--- config.mk ---
export PLATFORM = sky130hd
export DESIGN_NAME = alu_result_fifo
export DESIGN_NICKNAME = d
export VERILOG_FILES = /design/src/rtl/alu_result_fifo.sv
export SDC_FILE = /design/constraint.sdc
export NUM_CORES = 1
export LEC_CHECK = 0
export ABC_CLOCK_PERIOD_IN_PS = 6000
export BUFFER_PORTS_ARGS = -buffer_cell sky130_fd_sc_hd__buf_4
export CAP_MARGIN = 20
export CORE_MARGIN = 2
export CORE_UTILIZATION = 35
export CTS_CLUSTER_SIZE = 30
export DETAILED_ROUTE_END_ITERATION = 6
export REMOVE_ABC_BUFFERS = 1
export SKIP_CTS_REPAIR_TIMING = 1
export SYNTH_ARGS = -nofsm -noshare
export SYNTH_HDL_FRONTEND = slang
export SYNTH_SLANG_ARGS = --single-unit
--- constraint.sdc ---
create_clock -name clk -period 6 [get_ports clk]
set_clock_uncertainty 0.05 [all_clocks]
set_input_delay 0.9 -clock clk [delete_from_list [all_inputs] [get_ports clk]]
set_output_delay 0.9 -clock clk [all_outputs]
set_load 0.02 [all_outputs]
--- src/rtl/alu_result_fifo.sv ---
// alu_result_fifo: first-word-fall-through FIFO for ALU results.
// Each entry holds the result, the opcode that produced it, and the
// zero/carry/neg flags derived from the result when it is pushed.
// A result offered while the FIFO is full is dropped and raises a
// sticky drop_err. A synchronous clear flushes the FIFO and wins over
// any push or pop in the same cycle.
module alu_result_fifo #(
   parameter int DEPTH = 4,
   parameter int RES_W = 17
) (
   input  logic                     clk,
   input  logic                     rst_n,
   input  logic                     clear,
   input  logic                     in_valid,
   output logic                     in_ready,
   input  logic [RES_W-1:0]         in_result,
   input  logic [2:0]               in_op,
   output logic                     out_valid,
   input  logic                     out_ready,
   output logic [RES_W-1:0]         out_result,
   output logic [2:0]               out_op,
   output logic                     out_zero,
   output logic                     out_carry,
   output logic                     out_neg,
   output logic [$clog2(DEPTH):0]   count,
   output logic                     drop_err
);

   localparam int AW = $clog2(DEPTH);
   localparam int CW = AW + 1;
   localparam logic [CW-1:0] FULL_CNT = CW'(DEPTH);

   // Entry storage (no reset needed)
   logic [RES_W-1:0] res_mem_q  [DEPTH];
   logic [2:0]       op_mem_q   [DEPTH];
   logic [2:0]       flag_mem_q [DEPTH];   // {zero, carry, neg}

   // Control state
   logic [AW-1:0] wr_ptr_q, wr_ptr_d;
   logic [AW-1:0] rd_ptr_q, rd_ptr_d;
   logic [CW-1:0] count_q,  count_d;
   logic          drop_q,   drop_d;

   logic          push;
   logic          pop;
   logic [2:0]    in_flags;
   logic [2:0]    head_flags;

   // Handshake decode; clear suppresses both push and pop
   always_comb begin
      in_ready  = (count_q < FULL_CNT);
      out_valid = (count_q != '0);
      push      = in_valid && in_ready && !clear;
      pop       = out_valid && out_ready && !clear;
      in_flags  = {(in_result[RES_W-2:0] == '0), in_result[RES_W-1], in_result[RES_W-2]};
   end

   // Next-state for pointers, occupancy and the sticky drop flag
   always_comb begin
      // NOTE: every output of this block gets a default first, so no
      // path leaves it unassigned and no latch is inferred.
      wr_ptr_d = wr_ptr_q;
      rd_ptr_d = rd_ptr_q;
      count_d  = count_q;
      drop_d   = drop_q;
      if (clear) begin
         wr_ptr_d = '0;
         rd_ptr_d = '0;
         count_d  = '0;
         drop_d   = 1'b0;
      end else begin
         // Power-of-two depth: the increment wraps DEPTH-1 -> 0 naturally
         if (push) wr_ptr_d = wr_ptr_q + 1'b1;
         if (pop)  rd_ptr_d = rd_ptr_q + 1'b1;
         if (push && !pop)      count_d = count_q + 1'b1;
         else if (pop && !push) count_d = count_q - 1'b1;
         if (in_valid && !in_ready) drop_d = 1'b1;
      end
   end

   // Control registers with asynchronous reset
   always_ff @(posedge clk or negedge rst_n) begin
      // NOTE: sequential state uses non-blocking assignments so every
      // register samples the pre-edge values of its inputs.
      if (!rst_n) begin
         wr_ptr_q <= '0;
         rd_ptr_q <= '0;
         count_q  <= '0;
         drop_q   <= 1'b0;
      end else begin
         wr_ptr_q <= wr_ptr_d;
         rd_ptr_q <= rd_ptr_d;
         count_q  <= count_d;
         drop_q   <= drop_d;
      end
   end

   // Entry write on push
   always_ff @(posedge clk) begin
      // NOTE: storage is deliberately not reset; stale contents are never
      // visible because the outputs are gated by occupancy.
      if (push) begin
         res_mem_q[wr_ptr_q]  <= in_result;
         op_mem_q[wr_ptr_q]   <= in_op;
         flag_mem_q[wr_ptr_q] <= in_flags;
      end
   end

   // Head presentation straight from storage, zeroed when empty
   always_comb begin
      out_result = '0;
      out_op     = '0;
      head_flags = '0;
      if (out_valid) begin
         out_result = res_mem_q[rd_ptr_q];
         out_op     = op_mem_q[rd_ptr_q];
         head_flags = flag_mem_q[rd_ptr_q];
      end
      out_zero  = head_flags[2];
      out_carry = head_flags[1];
      out_neg   = head_flags[0];
      count     = count_q;
      drop_err  = drop_q;
   end

endmodule

==> metrics.csv <==
metric;value;unit
clock_latency;360;ps
setup_viol;0;
post-route-drc-count;0;
syn_to_final_growth;18.0;%
cts_buffer_depth;2;
overflow;0;
gp_congestion;0.788;
power;1.69;mW
start_util;35.6;%
peakVddDrop;151;uV
tns;0;ps
cts_buffers;9;
fp.dieArea;11800;sq um
layout_common_cells;edfxtp_1, buf_4, and2_1;
viasPerCell;4.60;
rsz0062_at_grt;no;
timing.hold.ws;293;ps
clkTransAtPathRegs;90;ps
critPathLaunchType;flop;
ioPinCount;54;
slew_violations;0;
grt_pass1_wl;10400;um
avgSynthCellArea;19.0;sq um
grt_pass1_vias;1946;
place_ws;3040;ps
relSlewSlack;35.0;%
nNetsFinal;287;
cp.arrival;2130;ps
place_inst;382;
drt-total-wl;6740;um
finalWorstSetupSlack;2920;ps
power.leakage;1.56;nW
power_density;374;nW/um^2
synth_seq_cells;92;
grt_usage;12.3;%
path_max_fanout;22;
vias;1851;
final_common_cell;edfxtp_1;
crit_chain;mux4_2, and2_1, buf_4;
yosysSeqAreaShare;71.1;%
multiInputGateArea;975;sq um
fillerInstances;977;
r2r_end;count[1];
clock_sinks;92;
period_minus_slack;3080;ps
rr_worst_depth;6;
grt_max_degree;25;
hpwl;4170;um
fin_crit_sh;51.4;%
instances_no_fill;402;
reg2reg_slack;3750;ps
end_kind;output port;
cts_max_level;3;
synthCells;201;
maxCapViolCount;0;
reg2reg_from;count[0];
postLayoutCellArea;4520;sq um
core_area;10700;sq um
wl_per_cell;16.8;um
dieWidth;109;um
drt_pass1_iterations;4;
clockRootBuffer;clkbuf_8;
cts_tree;yes;
fin_util;42.0;%
worst_path_max_delay_cell;dfrtp_1;
io_buffers;53;
ff_latch_area;2720;sq um
status;finished, final reports clean;
synth.cell_area;3830;sq um
antenna_left;0;
maxClockFrequency;324;MHz
drive_gt1_share;34.7;%
grt_antenna_before_repair;0;
critPathMaxStageDelay;990;ps
hold_viol;0;
drtIter0Drc;79;
hold_class;input port to async pin;
synth_cell_type_count;33;
cp_data_required_time;5050;ps
fp.dieH;109;um
path_class;flop to output port;
worstMarginPinSlew;974;ps
yosysWarnings;0;
fp-row-count;38;
placed_area;4300;sq um
n_antenna_cell;0;
## worst max-delay path, delay by kind of cell (launching register included)
| kind | cells | cell delay [ps] |
|---|---|---|
| AND/OR/NAND/NOR | 1 | 210 |
| multiplexers | 1 | 410 |
| flip-flops | 1 | 990 |
| buffers and inverters | 1 | 170 |
## kinds of logic after synthesis
group / share of synthesized area [%]
DFF: 71.1
and+or+nand+nor: 7.78
muxes: 12.7
buffers and inverters: 3.40
AOI/OAI and AO/OA: 1.83
xor gates and xnor gates: 1.37
adders and majority gates: 1.83
## worst max path at each step
stage | from | end | slack (ps) | depth (start not counted)
final | rd_ptr_q[1] | out_neg | 2920 | 3
after global routing | rd_ptr_q[1] | out_neg | 2760 | 3
after CTS | rd_ptr_q[1] | out_neg | 2830 | 3
after detailed placement | in_valid | res_mem_q[1][3] | 3040 | 4
after global placement | in_valid | res_mem_q[1][3] | 3110 | 4
after floorplan | rd_ptr_q[0] | out_carry | 3090 | 2
## cells in the mapped netlist, drive strengths merged
master	instances	area, sq um
a211o	1	8.76
a211oi	1	7.51
a21oi	2	10.0
a2bb2oi	1	8.76
a311oi	2	17.5
a31oi	2	12.5
and2	26	163
and4	1	8.76
buf	10	100
clkbuf	3	11.3
dfrtp	8	200
edfxtp	84	2520
fa	1	20.0
ha	4	50.1
inv	5	18.8
mux4	21	484
nand2	2	15.0
nand2b	1	6.26
nand3	2	10.0
nor2	9	33.8
nor2b	2	20.0
nor3	1	5.00
nor4	4	25.0
o21ai	1	5.00
or3	1	11.3
xnor2	3	26.3
xor2	3	26.3
## flip-flops by register name (all words and copies together) (netlist names)
| name | flops |
|---|---|
| count | 3 |
| op_mem_q | 12 |
| flag_mem_q | 11 |
| drop_err | 1 |
| rd_ptr_q | 2 |
| res_mem_q | 61 |
| wr_ptr_q | 2 |
## cell type report
class	instances	share of cell area [%]
clock buffers	10	2.83
clock inverters	6	0.693
inverters	5	0.416
multi-input cells	91	21.6
flip-flops and latches	92	60.3
well taps	140	3.88
repair buffers	58	10.3
## report_power, final
part           switching [mW]  internal, mW  total (mW)
clock network           0.206         0.146       0.352
logic                   0.296         0.268       0.564
registers              0.0311         0.744       0.775
total                   0.533          1.16        1.69
## routing by layer
layer	GRT usage, %	vias to the layer above	share of wire, %
met4	6.59	0	2.0
met3	3.13	11	4.4
met2	19.2	35	49
met1	15.8	913	45
li1	-	892	-
met5	0	-	0
Note: power is estimated with default switching activity, not from simulation.
